<file path="config.mk">
export PLATFORM = sky130hd
export DESIGN_NAME = core_id_ex
export DESIGN_NICKNAME = d
export VERILOG_FILES = /design/src/rtl/core_id_ex.sv
export SDC_FILE = /design/constraint.sdc
export NUM_CORES = 1
export LEC_CHECK = 0
export BUFFER_PORTS_ARGS = -buffer_cell sky130_fd_sc_hd__buf_4
export CORE_AREA = 2 2 144 146
export DETAILED_ROUTE_END_ITERATION = 16
export DIE_AREA = 0 0 146 148
export HOLD_SLACK_MARGIN = 0.12
export MAX_ROUTING_LAYER = met4
export PLACE_DENSITY = 0.76
export SYNTH_ARGS = -nofsm -noshare
export SYNTH_HDL_FRONTEND = slang
export SYNTH_SLANG_ARGS = --single-unit
export TNS_END_PERCENT = 10
</file>
<file path="constraint.sdc">
create_clock -name clk -period 2.6 [get_ports clk]
set_input_delay 0.26 -clock clk [delete_from_list [all_inputs] [get_ports clk]]
set_output_delay 0.26 -clock clk [all_outputs]
set_load 0.03 [all_outputs]
</file>
<file path="src/rtl/core_id_ex.sv">
// ============================================================================
// Module  : core_id_ex
// Purpose : ID->EX one-entry pipeline buffer with operand select, MEM/WB
//           forwarding and load-use stall, feeding core_alu.
// Revision: 1.0 - initial release
// ============================================================================
`default_nettype none

module core_id_ex #(
  parameter int XLEN   = 32,
  parameter int FUNC_W = 4,
  parameter int REG_AW = 5
) (
  input  logic              clk,
  input  logic              rst_n,
  input  logic              flush_in,
  input  logic              id_valid_in,
  output logic              id_ready_out,
  input  logic [XLEN-1:0]   id_pc_in,
  input  logic [REG_AW-1:0] id_rs1_addr_in,
  input  logic [REG_AW-1:0] id_rs2_addr_in,
  input  logic [XLEN-1:0]   id_rs1_data_in,
  input  logic [XLEN-1:0]   id_rs2_data_in,
  input  logic [XLEN-1:0]   id_imm_in,
  input  logic [1:0]        id_op1_sel_in,
  input  logic              id_op2_sel_in,
  input  logic [FUNC_W-1:0] id_func_in,
  input  logic [REG_AW-1:0] id_rd_addr_in,
  input  logic              id_rd_we_in,
  input  logic              mem_rd_we_in,
  input  logic [REG_AW-1:0] mem_rd_addr_in,
  input  logic [XLEN-1:0]   mem_rd_data_in,
  input  logic              mem_data_ok_in,
  input  logic              wb_rd_we_in,
  input  logic [REG_AW-1:0] wb_rd_addr_in,
  input  logic [XLEN-1:0]   wb_rd_data_in,
  output logic              ex_valid_out,
  input  logic              ex_ready_in,
  output logic              alu_en_out,
  output logic [XLEN-1:0]   alu_op1_out,
  output logic [XLEN-1:0]   alu_op2_out,
  output logic [FUNC_W-1:0] alu_func_out,
  output logic [XLEN-1:0]   ex_rs2_out,
  output logic [XLEN-1:0]   ex_pc_out,
  output logic [REG_AW-1:0] ex_rd_addr_out,
  output logic              ex_rd_we_out
);

  localparam logic [REG_AW-1:0] c_X0 = '0;

  logic              r_full;
  logic [XLEN-1:0]   r_pc;
  logic [REG_AW-1:0] r_rs1_addr;
  logic [REG_AW-1:0] r_rs2_addr;
  logic [XLEN-1:0]   r_rs1_data;
  logic [XLEN-1:0]   r_rs2_data;
  logic [XLEN-1:0]   r_imm;
  logic [1:0]        r_op1_sel;
  logic              r_op2_sel;
  logic [FUNC_W-1:0] r_func;
  logic [REG_AW-1:0] r_rd_addr;
  logic              r_rd_we;

  logic              w_mem_hit1, w_mem_hit2, w_wb_hit1, w_wb_hit2;
  logic              w_hazard, w_accept, w_consume;
  logic              w_in_wb_hit1, w_in_wb_hit2;
  logic [XLEN-1:0]   w_rs1_fwd, w_rs2_fwd;

  assign w_mem_hit1 = mem_rd_we_in && (r_rs1_addr != c_X0) && (mem_rd_addr_in == r_rs1_addr);
  assign w_mem_hit2 = mem_rd_we_in && (r_rs2_addr != c_X0) && (mem_rd_addr_in == r_rs2_addr);
  assign w_wb_hit1  = wb_rd_we_in  && (r_rs1_addr != c_X0) && (wb_rd_addr_in  == r_rs1_addr);
  assign w_wb_hit2  = wb_rd_we_in  && (r_rs2_addr != c_X0) && (wb_rd_addr_in  == r_rs2_addr);

  // MEM is younger than WB, so it wins when both target the same register
  assign w_rs1_fwd = w_mem_hit1 ? mem_rd_data_in : (w_wb_hit1 ? wb_rd_data_in : r_rs1_data);
  assign w_rs2_fwd = w_mem_hit2 ? mem_rd_data_in : (w_wb_hit2 ? wb_rd_data_in : r_rs2_data);

  // rs2 always counts as used because stores need it as write data
  assign w_hazard = !mem_data_ok_in &&
                    ((w_mem_hit1 && (r_op1_sel == 2'b00)) || w_mem_hit2);

  assign ex_valid_out = r_full && !w_hazard && !flush_in;
  assign alu_en_out   = ex_valid_out;
  assign id_ready_out = !flush_in && (!r_full || (ex_valid_out && ex_ready_in));
  assign w_accept     = id_valid_in && id_ready_out;
  assign w_consume    = ex_valid_out && ex_ready_in;

  assign w_in_wb_hit1 = wb_rd_we_in && (id_rs1_addr_in != c_X0) && (wb_rd_addr_in == id_rs1_addr_in);
  assign w_in_wb_hit2 = wb_rd_we_in && (id_rs2_addr_in != c_X0) && (wb_rd_addr_in == id_rs2_addr_in);

  always_comb begin
    alu_op1_out = '0;
    case (r_op1_sel)
      2'b00:   alu_op1_out = w_rs1_fwd;
      2'b01:   alu_op1_out = r_pc;
      default: alu_op1_out = '0;
    endcase
  end

  assign alu_op2_out    = r_op2_sel ? r_imm : w_rs2_fwd;
  assign alu_func_out   = r_func;
  assign ex_rs2_out     = w_rs2_fwd;
  assign ex_pc_out      = r_pc;
  assign ex_rd_addr_out = r_rd_addr;
  assign ex_rd_we_out   = r_rd_we;

  always_ff @(posedge clk or negedge rst_n) begin
    if (!rst_n) begin
      r_full     <= 1'b0;
      r_pc       <= '0;
      r_rs1_addr <= '0;
      r_rs2_addr <= '0;
      r_rs1_data <= '0;
      r_rs2_data <= '0;
      r_imm      <= '0;
      r_op1_sel  <= '0;
      r_op2_sel  <= 1'b0;
      r_func     <= '0;
      r_rd_addr  <= '0;
      r_rd_we    <= 1'b0;
    end else if (w_accept) begin
      r_full     <= 1'b1;
      r_pc       <= id_pc_in;
      r_rs1_addr <= id_rs1_addr_in;
      r_rs2_addr <= id_rs2_addr_in;
      r_rs1_data <= w_in_wb_hit1 ? wb_rd_data_in : id_rs1_data_in;
      r_rs2_data <= w_in_wb_hit2 ? wb_rd_data_in : id_rs2_data_in;
      r_imm      <= id_imm_in;
      r_op1_sel  <= id_op1_sel_in;
      r_op2_sel  <= id_op2_sel_in;
      r_func     <= id_func_in;
      r_rd_addr  <= id_rd_addr_in;
      r_rd_we    <= id_rd_we_in;
    end else begin
      if (flush_in || w_consume)
        r_full <= 1'b0;
      // Held entries absorb WB writes so the value survives after WB moves on
      if (r_full && w_wb_hit1)
        r_rs1_data <= wb_rd_data_in;
      if (r_full && w_wb_hit2)
        r_rs2_data <= wb_rd_data_in;
    end
  end

endmodule

`default_nettype wire

</file>
==> summary.md, run 1 <==
| Metric | Value |
|---|---|
| Tmin final | `between 2 and 3 ns` |
| Area Growth Syn to Fin | `58.8%` |
| Fin util | `slightly above 70%` |
| Synthesis warning total | `0` |
| Final instance area | `between 10000 and 15000 µm²` |
| Inst Count DP | `1645` |
| Final Worst Setup Slack | `-0.306 ns` |
| CP endpoint kind | `primary output` |
| I/O pin total | `between 300 and 400` |
| Core Rows | `52` |
| Post-route clock period utilization | `112%` |
| Rel. slew slack | `a little under three fifths` |
| # Max-Cap Violations | `0` |
| Fraction of layout cells with a size suffix above 1 | `40.4%` |
| Cell internal pwr | `around 6600 µW` |
| Number of synthesized flops with an enable pin | `0` |
| # setup viols final | `69` |
| Core area | `20000 µm²` |
| Placed Area | `12400 µm²` |
| Worst-Skew Late Latency | `around 0.42 ns` |
| Compound-cell area share of the yosys netlist | `15.7%` |
| Post-Syn Area | `around 9100 µm²` |
| Reg clk slew, reported paths | `roughly 0.070 ns` |
| Area fraction of the dominant cell type after synthesis | `41.9%` |
| Top-count cell post-synth | `nand2_1` |
| Setup CP Type | `reg -> out` |
| Synth Area in Simple Gates | `22.5%` |
| CTS max path bufs | `2` |
| Port Buffers | `~370` |
| H-tree depth | `4` |
| Hold depth | `3` |
| Post-Syn Area per Cell | `slightly below 9 µm²` |
| Global-route wire length before repair | `around 53 mm` |
| Initial antenna violation count | `0` |
| Worst slew pin tran | `approximately 0.65 ns` |
| Failing checks | `negative setup slack` |
| Post-synthesis mux area share | `11.6%` |
| Critical Path RT | `2.34 ns` |
| RSZ-0062 raised after global routing | `true` |
| DIE WIDTH | `around 150 µm` |
| Mapped Nets | `approximately 1300` |
| Adder-cell share of the synthesized area | `0%` |
| Fill count | `1465` |
| Die Area | `approximately 22000 µm²` |
| Via density | `~5.5` |
| NetSw | `3810 µW` |
| Post-DRT Antenna Nets | `0` |
| GPL Wtd Cong | `roughly 0.86` |
| CP Launch Point | `r_rs1_addr[1]` |
| Final Hold Viols | `0` |
| Netlist cell types | `34` |
| Clock power frac | `between 20 and 30%` |
| Seq/Total Area, Yosys | `41.9%` |
| Xor and xnor area share after synthesis | `under 10%` |
| CTS sink cnt | `around 150` |
| Max Clock Skew | `about 0.0089 ns` |
| First DRT Iteration DRCs | `~510` |
| Largest net degree at the start of global routing | `113` |
| Main flop type after synthesis | `dfrtp_1` |
| Residual DRC | `0` |
| Num CTS Buffers | `17` |
| PD cells | `slightly above 700 nW/µm²` |
| Initial Util | `~45%` |
| Final WL | `34.9 mm` |
| #FFs+latches synth | `about 150` |
| Sw frac | `roughly 37%` |
| Tightest Hold Check Type | `in -> reg` |
| Status | `finished with violations` |
| Nets | `1723` |
| Largest cells by area after synthesis | `dfrtp_1 42%, nand2_1 13%, a211oi_2 8.3%, nor3_1 7.4%, mux2i_1 7.1%` |
| Non-Filler Instances | `1773` |
| HP Start | `wb_rd_data_in[27]` |
| Sequential Power Share | `29.9%` |
| VDD IR-drop max | `~440 µV` |
| Comb power frac | `between 40% and 50%` |
| Routed wire per std cell | `approximately 20 µm` |
| Vias in the first global route | `9939` |
| Startpoint class of the critical path | `flop` |
| Max Clock Freq | `~340 MHz` |
| FF-to-FF Start | `r_rs1_addr[3]` |
| Async S/R FF share, synth | `100%` |
| Post-synth top cells | `323 x nand2_1, 152 x dfrtp_1, 135 x nor3_1` |
| Synth Instances | `approximately 1000` |
| R2R depth | `8` |
| Max-slew violation count | `0` |
| Diode count | `0` |
| Area leader, netlist | `dfrtp_1` |
| CTS root buf | `clkbuf_16` |
| CP arrival | `between 2 and 3 ns` |
| CP Max Fanout | `9` |
| GR Util All Layers | `32.2%` |
| Largest family of logic cells by synthesized area | `simple AND/OR/NAND/NOR gates` |
| Remaining Overflow, GRT | `0` |
| Detailed Place HPWL | `around 23 mm` |
| Die height | `around 150 µm` |
| Routed via count | `~10000` |
| Pleak | `about 0.0066 µW` |
| DR pass1 iterations | `5` |
| CTS tree | `done` |
| Setup TNS | `-14.19 ns` |
==> path summary, 6_finish.rpt <==
check	to	slack (ns)
min in group asynchronous	r_rs1_data[6]	0.42
setup reg to reg	r_full	-0.02
setup / recovery	alu_op1_out[12]	-0.31
hold reg to reg	r_imm[9]	0.46
max in group asynchronous	r_rs1_addr[2]	1.43
hold / removal	r_rs2_data[27]	0.16
==> per-layer routing <==
layer / up-vias / GRT usage [%] / routed length [µm]
met1: 4730 / 37.7 / 13400
li1: 4492 / - / -
met2: 439 / 54.6 / 18000
met5: - / - / 0
met3: 88 / 5.46 / 2280
met4: 0 / 14.5 / 1260
==> cell usage in the layout (no fill, tap or decap), drive strengths merged, types with 3 or more instances in the layout <==
cell	instances
dfrtp	152
nor3	136
buf	415
clkbuf	22
dlygate4sd3	90
a211oi	65
xnor2	20
a21oi	4
o21ai	65
bufinv	6
nand2	323
a22o	32
mux2	36
inv	37
nor4	3
nor2	5
xor2	8
nand4	4
mux2i	64
==> sequential cells by signal, summed over array words and instances (netlist names) <==
name and cells:
ex_rd_addr_out 5, ex_pc_out 32, r_op1_sel 2, r_op2_sel 1
r_full 1, r_rs1_addr 5, r_rs1_data 32, r_rs2_addr 5
r_rs2_data 32, r_imm 32, alu_func_out 4, ex_rd_we_out 1
==> final cells by class <==
cell class                 count  area (µm²)  share of cell area [%]
clock inverter                12         236                    1.64
multi-input combinational    778        5100                    35.4
inverter                      34         128                   0.885
tap                          270         338                    2.34
clock buffer                  20         467                    3.24
timing repair buffer         507        4350                    30.1
sequential                   152        3810                    26.4
==> power groups by stage <==
stage	registers, µW	logic (µW)	clock network (µW)
after global placement	3090	3920	0
after floorplan	3240	2200	0
after global routing	3140	4570	3090
after CTS	3070	4200	2990
final	3100	4320	2950
after detailed placement	3110	3970	0
==> critical path: stages (launching register included) <==
cell and delay (ns):
dfrtp_1 0.41, buf_6 0.14, xnor2_2 0.12, nand4_1 0.16
nor4_4 0.36, buf_12 0.19, clkbuf_16 0.18, mux2i_1 0.22
o21ai_1 0.09, a22o_1 0.21, buf_6 0.14
==> kinds of logic (layout without fill, tap and decap cells) <==
kind of cell | count (synthesis) | in the layout
XOR/XNOR | 28 | 28
AND/OR/NAND/NOR | 482 | 482
flip-flops | 152 | 152
AO/OA/AOI/OAI | 168 | 168
buffers and inverters | 118 | 573
multiplexers | 100 | 100
==> repair_timing <==
action,CTS,global route
pin swaps,1,52
endpoints found under the setup margin,102,167
setup buffers,2,3
gates cloned,0,2
resized for setup,61,51
hold buffers,90,0
hold endpoints to repair,145,0
==> per-stage QoR <==
| step | setup slack (ns) | hold WS (ns) | total power, µW |
|---|---|---|---|
| after floorplan | -0.111 | -0.0356 | 5430 |
| after global placement | -0.00201 | 0.299 | 7010 |
| after detailed placement | -0.0448 | 0.302 | 7080 |
| after CTS | -0.309 | 0.128 | 10300 |
| after global routing | -0.439 | 0.149 | 10800 |
| final | -0.306 | 0.156 | 10400 |
No activity file was read; power rests on OpenSTA's default activity.
==> inputs of run 2 (changes only) <==
--- a/config.mk
+++ b/config.mk
@@ -6,12 +6,13 @@
 export NUM_CORES = 1
 export LEC_CHECK = 0
 export BUFFER_PORTS_ARGS = -buffer_cell sky130_fd_sc_hd__buf_4
-export CORE_AREA = 2 2 144 146
+export CORE_AREA = 2 2 147 149
+export CTS_BUF_LIST = sky130_fd_sc_hd__clkbuf_8
 export DETAILED_ROUTE_END_ITERATION = 16
-export DIE_AREA = 0 0 146 148
+export DIE_AREA = 0 0 149 151
 export HOLD_SLACK_MARGIN = 0.12
 export MAX_ROUTING_LAYER = met4
-export PLACE_DENSITY = 0.76
+export PLACE_DENSITY = 0.73
 export SYNTH_ARGS = -nofsm -noshare
 export SYNTH_HDL_FRONTEND = slang
 export SYNTH_SLANG_ARGS = --single-unit
==> run 2 against run 1 <==
Compared with the run above:
- the run still ends with negative setup slack left
- via count up 3.3%
- largest cell class unchanged
- total power down 7.9%
- maximum frequency shrank 4.1%
==> summary.md, run 2 (synthesis gave the netlist of run 1 again) <==
| Metric | Value |
|---|---|
| Diode count | `0` |
| Rel. slew slack | `approximately three fifths` |
| Core area | `approximately 21000 µm²` |
| Post-DRT Antenna Nets | `0` |
| Critical Path RT | `2.34 ns` |
| Final WL | `around 36 mm` |
| Largest net degree at the start of global routing | `71` |
| VDD IR-drop max | `352 µV` |
| Commonest non-fill, non-tap cell in the layout | `buf_4` |
| Area occupied by multi-input gates | `about 5200 µm²` |
| CP arrival | `approximately 2.8 ns` |
| Vias in the first global route | `10300` |
| Initial Util | `between 40% and 50%` |
| Startpoint class of the critical path | `flop` |
| Setup CP Type | `reg -> out` |
| Setup TNS | `-24.15 ns` |
| DR pass1 iterations | `5` |
| Crit path max-delay cell type | `dfrtp_1` |
| Worst-Skew Late Latency | `about 0.45 ns` |
| Routed wire per std cell | `20.0 µm` |
| Core Rows | `53` |
| Fill count | `roughly 1500` |
| Max Clock Skew | `0.0176 ns` |
| Via density | `about 5.5` |
| CTS tree | `done` |
| Sequential Area | `3810 µm²` |
| H-tree depth | `4` |
| Most frequent cells in the layout | `349 x buf_4, 322 x nand2_1, 150 x dfrtp_1` |
| Detailed Place HPWL | `between 20 and 25 mm` |
| Die height | `about 150 µm` |
| Post-Place Setup Slack | `-0.107 ns` |
| CTS root buf | `clkbuf_8` |
| R2R depth | `7` |
| Failing checks | `negative setup slack` |
| CTS max path bufs | `2` |
| I/O pin total | `374` |
| Status | `finished with violations` |
| Fraction of layout cells with a size suffix above 1 | `41.3%` |
| Residual DRC | `0` |
| Hold depth | `3` |
| CP cell instances | `buf_4 > xnor2_1 > nand4_1 > nor3_4 > buf_12 > clkbuf_16 > mux2i_1 > o21ai_1 > mux2_2 > buf_6` |
| Die Area | `22500 µm²` |
| Port Buffers | `373` |
| Reg clk slew, reported paths | `roughly 0.08 ns` |
| WP buf/inv | `4` |
| GR Util All Layers | `between 30% and 40%` |
| Pleak | `about 0.0067 µW` |
| Remaining Overflow, GRT | `0` |
| Num CTS Buffers | `17` |
| Final Worst Setup Slack | `-0.432 ns` |
| Levels on crit path | `10` |
| CP endpoint kind | `primary output` |
| Max-slew violation count | `0` |
| Area Growth Syn to Fin | `63.0%` |
| Routed via count | `about 10000` |
| GPL Wtd Cong | `0.872` |
| Max Clock Freq | `approximately 330 MHz` |
| Worst slew pin tran | `0.618 ns` |
| PD cells | `around 640 nW/µm²` |
| CTS sink cnt | `between 150 and 200` |
| DIE WIDTH | `149 µm` |
| Inst Count DP | `between 1500 and 2000` |
| Global-route wire length before repair | `53.8 mm` |
| Initial antenna violation count | `0` |
| First DRT Iteration DRCs | `roughly 560` |
| Hold slack final | `0.148 ns` |
| Final Hold Viols | `0` |
| Nets | `between 1500 and 2000` |
| Tightest Hold Check Type | `in -> reg` |
| Top Family by Delay on Critical Path | `buffers and inverters` |
| CP Max Fanout | `7` |
| Post-route clock period utilization | `117%` |
| # Max-Cap Violations | `0` |
| Max incr delay on CP | `~0.43 ns` |
| Tmin final | `a little over 3 ns` |
| Non-Filler Instances | `1818` |
| # setup viols final | `103` |
| RSZ-0062 raised after global routing | `true` |
==> run 2: cell types whose count changed in the layout (fill, tap and decap cells not counted), sizes merged <==
cell | before | now
dlygate4sd3 | 90 | 111
clkbuf | 22 | 21
clkinv | 2 | 8
clkinvlp | 1 | 0
bufinv | 6 | 2
buf | 415 | 434
==> run 2: power by group <==
| part | internal [µW] | total [µW] | switching (µW) |
|---|---|---|---|
| sequential | 2770 | 3090 | 318 |
| clock | 869 | 1820 | 947 |
| combinational | 2100 | 4640 | 2540 |
| total | 5740 | 9550 | 3800 |
==> run 2: path summary, 6_finish.rpt <==
kind                                  start         endpoint  slack (ns)
max                           r_rs2_addr[2]  alu_op2_out[25]       -0.43
min                        wb_rd_data_in[0]    r_rs1_data[0]        0.15
max reg2reg                   r_rs1_addr[0]           r_full       -0.01
min reg2reg                       r_imm[13]        r_imm[13]        0.47
max in group asynchronous             rst_n   r_rs2_data[23]        1.57
min in group asynchronous             rst_n         r_imm[6]        0.32
==> run 2: per-layer routing <==
| metal | GRT usage (%) | vias up | wire, µm |
|---|---|---|---|
| met5 | - | - | 0 |
| met4 | 14.5 | 0 | 1490 |
| met3 | 4.91 | 108 | 2740 |
| met2 | 54.5 | 506 | 18400 |
| met1 | 36.8 | 4899 | 13600 |
| li1 | - | 4562 | - |
==> run 2: area by class of cell <==
| cell class | instances | share of cell area [%] |
|---|---|---|
| multi-input cells | 778 | 35.4 |
| repair buffers | 548 | 33.1 |
| flip-flops and latches | 152 | 25.7 |
| well taps | 275 | 2.32 |
| clock buffers | 18 | 1.67 |
| clock inverters | 13 | 0.870 |
| inverters | 34 | 0.862 |
==> run 2: metrics by stage <==
stage / power, µW / utilization [%] / instance area [µm²]
2_1_floorplan: 5430 / - / 9090
3_3_place_gp: 6980 / 59.1 / 12300
3_5_place_dp: 7040 / 59.1 / 12300
4_1_cts: 9310 / 69.1 / 14400
5_1_grt: 9990 / 71.1 / 14800
6_report: 9550 / 71.1 / 14800
==> run 2: what timing repair did <==
action | CTS | global route
endpoints found under the hold margin | 173 | 0
gates resized for setup | 110 | 67
setup buffers | 23 | 6
hold buffers | 111 | 0
cloned | 2 | 3
endpoints found under the setup margin | 163 | 172
pin swaps | 19 | 76
==> run 2: worst register-to-register path, cell delays in order, from the launching register on <==
cell and delay [ns]:
dfrtp_1 0.48, xnor2_1 0.23, nand4_1 0.19, or4b_4 0.56, a21oi_1 0.28, o21ai_1 0.11
a21oi_1 0.15, dlygate4sd3_1 0.56
==> inputs of run 3 (changes only) <==
--- a/config.mk
+++ b/config.mk
@@ -13,6 +13,8 @@
 export HOLD_SLACK_MARGIN = 0.12
 export MAX_ROUTING_LAYER = met4
 export PLACE_DENSITY = 0.73
+export RECOVER_POWER = 50
+export SKIP_LAST_GASP = 1
 export SYNTH_ARGS = -nofsm -noshare
 export SYNTH_HDL_FRONTEND = slang
 export SYNTH_SLANG_ARGS = --single-unit
==> run 3 against run 2 <==
Compared with the run above:
- worst hold slack better by 0.0055 ns
- wire length down 0.17%
- the flow still finishes with violations (negative setup slack)
- die area unchanged
- first-iteration DRC count down 11%
- count of clock-buffer cells in the layout unchanged
- utilization down 0.69 points
- maximum frequency up 1.5%
- critical endpoint is now alu_op1_out[27]
==> summary.md, run 3 (synthesis gave the netlist of run 1 again) <==
| Metric | Value |
|---|---|
| Status | `finished with violations` |
| Failing checks | `negative setup slack` |
| CTS max path bufs | `2` |
| Worst-Skew Late Latency | `about 0.44 ns` |
| CP arrival | `around 2.7 ns` |
| Cell internal pwr | `~5600 µW` |
| Initial Util | `between 40 and 50%` |
| Vias in the first global route | `10200` |
| Comb power frac | `a little under half` |
| Final Hold Viols | `0` |
| Inst Count DP | `~1600` |
| Critical Path RT | `about 2.3 ns` |
| Setup CP Type | `reg -> out` |
| Setup TNS | `-30.16 ns` |
| DIE WIDTH | `~150 µm` |
| Tmin final | `between 2 and 3 ns` |
| Largest net degree at the start of global routing | `71` |
| # Max-Cap Violations | `0` |
| Die Area | `approximately 22000 µm²` |
| Area Growth Syn to Fin | `61.4%` |
| CTS tree | `done` |
| Tightest Hold Check Type | `in -> reg` |
| VDD IR-drop max | `380 µV` |
| Routed via count | `approximately 10000` |
| Post-DRT Antenna Nets | `0` |
| CTS root buf | `clkbuf_8` |
| Commonest non-fill, non-tap cell in the layout | `buf_4` |
| Final Worst Setup Slack | `-0.388 ns` |
| PD cells | `between 600 and 700 nW/µm²` |
| CP endpoint kind | `primary output` |
| CTS sink cnt | `approximately 150` |
| Port Buffers | `about 370` |
| Post-route clock period utilization | `115%` |
| Reg clk slew, reported paths | `roughly 0.09 ns` |
| Global-route wire length before repair | `approximately 53 mm` |
| Met2 usage | `53.6%` |
| Fill count | `between 1500 and 2000` |
| CP Max Fanout | `7` |
| Residual DRC | `0` |
| Sequential Power Share | `32.8%` |
| DR pass1 iterations | `5` |
| Clock power frac | `19.4%` |
| Met1 Use GR | `between 30% and 40%` |
| # setup viols final | `~160` |
| Busiest grt layer | `met2` |
| Initial antenna violation count | `0` |
| Sequential Area | `3810 µm²` |
| RSZ-0062 raised after global routing | `true` |
| Via density | `5.50` |
| Max Clock Freq | `about 330 MHz` |
| Max-slew violation count | `0` |
| R2R setup slack | `-0.16 ns` |
| GR Util All Layers | `a little under a third` |
| Die height | `between 150 and 200 µm` |
| Sw frac | `40.0%` |
| Most frequent cells in the layout | `392 x buf_4, 318 x nand2_1, 150 x dfrtp_1` |
| GPL Wtd Cong | `~0.87` |
| Core Rows | `53` |
| Startpoint class of the critical path | `flop` |
| Grt met3 use | `5.06%` |
| Num CTS Buffers | `17` |
| Non-Filler Instances | `1830` |
| Nets | `around 1800` |
| Rel. slew slack | `approximately 15%` |
| Core area | `~21000 µm²` |
| Detailed Place HPWL | `23.1 mm` |
| Pwr Total | `about 9400 µW` |
| Fraction of layout cells with a size suffix above 1 | `slightly above 40%` |
| Routed wire per std cell | `between 15 and 20 µm` |
| I/O pin total | `between 300 and 400` |
| Max Clock Skew | `0.0185 ns` |
| Remaining Overflow, GRT | `0` |
| Worst slew pin tran | `approximately 1.3 ns` |
| Pleak | `between 0.006 and 0.007 µW` |
| First DRT Iteration DRCs | `roughly 500` |
| NetSw | `around 3800 µW` |
| Area occupied by multi-input gates | `just over 5000 µm²` |
| H-tree depth | `4` |
| Final WL | `around 36 mm` |
[run 3: changes by cell type in the layout (fill, tap and decap cells not counted), moves of 3 or more]
cell      change
a211oi_2      -4
a211oi_1      +4
o21ai_2      -10
mux2i_2       -3
o21ai_0      +11
nand2_2       +5
nand2_1       -4
mux2_4        +3
buf_4        +43
mux2i_1       +3
buf_6        -38
[run 3: layer usage]
| layer | vias to the layer above | part of all wire [%] | routed length, µm |
|---|---|---|---|
| met5 | - | 0 | 0 |
| met4 | 0 | 4.3 | 1560 |
| met3 | 115 | 7.0 | 2550 |
| met2 | 534 | 50 | 18100 |
| met1 | 4822 | 39 | 14000 |
| li1 | 4601 | - | - |
[run 3: per-stage QoR]
stage               utilization [%]  area, µm²  hold slack [ns]  setup WS, ns
finish                         70.4      14700            0.153        -0.388
global route                   70.4      14700            0.123        -0.458
CTS                            68.1      14200            0.123        -0.383
detailed placement             59.1      12300            0.250        -0.107
global placement               59.1      12300            0.248       -0.0662
floorplan                         -       9090          -0.0356        -0.111
[run 3: area by class of cell]
class	count	area share, %
Inverter	34	0.870
Sequential cell	152	25.9
Clock inverter	13	0.879
Multi-Input combinational cell	778	35.0
Clock buffer	18	1.69
Antenna cell	1	0.0171
Tap cell	275	2.35
Timing Repair Buffer	559	33.2
[run 3: power groups by stage]
| stage | logic (µW) | registers [µW] | clock network (µW) |
|---|---|---|---|
| 2_1_floorplan | 2200 | 3240 | 0 |
| 3_3_place_gp | 3900 | 3080 | 0 |
| 3_5_place_dp | 3940 | 3100 | 0 |
| 4_1_cts | 4260 | 3050 | 1850 |
| 5_1_grt | 4760 | 3130 | 1960 |
| 6_report | 4500 | 3090 | 1830 |
[run 3: repair_timing]
item	in CTS	in global routing
endpoints found under the setup margin	163	176
cloned	2	4
gates resized for setup	42	71
endpoints found under the hold margin	175	0
buffers inserted	23	14
hold buffers	113	0
pin swaps	17	17
[run 3: path summary, 6_finish.rpt]
check                             startpoint         endpoint  cells past startpoint
setup / recovery               r_rs1_addr[4]  alu_op1_out[27]                     10
hold / removal             wb_rd_data_in[14]   r_rs1_data[14]                      3
setup reg to reg               r_rs1_addr[0]   r_rs1_data[18]                      6
hold reg to reg                    r_imm[13]        r_imm[13]                      2
max in group asynchronous              rst_n        r_op2_sel                      3
min in group asynchronous              rst_n     ex_pc_out[6]                      2
[run 3: worst max-delay path: stages, from the launching register on]
cell and delay (ns):
dfrtp_2 0.45, or4_4 0.56, nor2_4 0.13, nor4_4 0.06
buf_6 0.15, buf_12 0.15, buf_6 0.11, mux2i_1 0.10
o21ai_1 0.24, a22o_1 0.19, buf_6 0.13
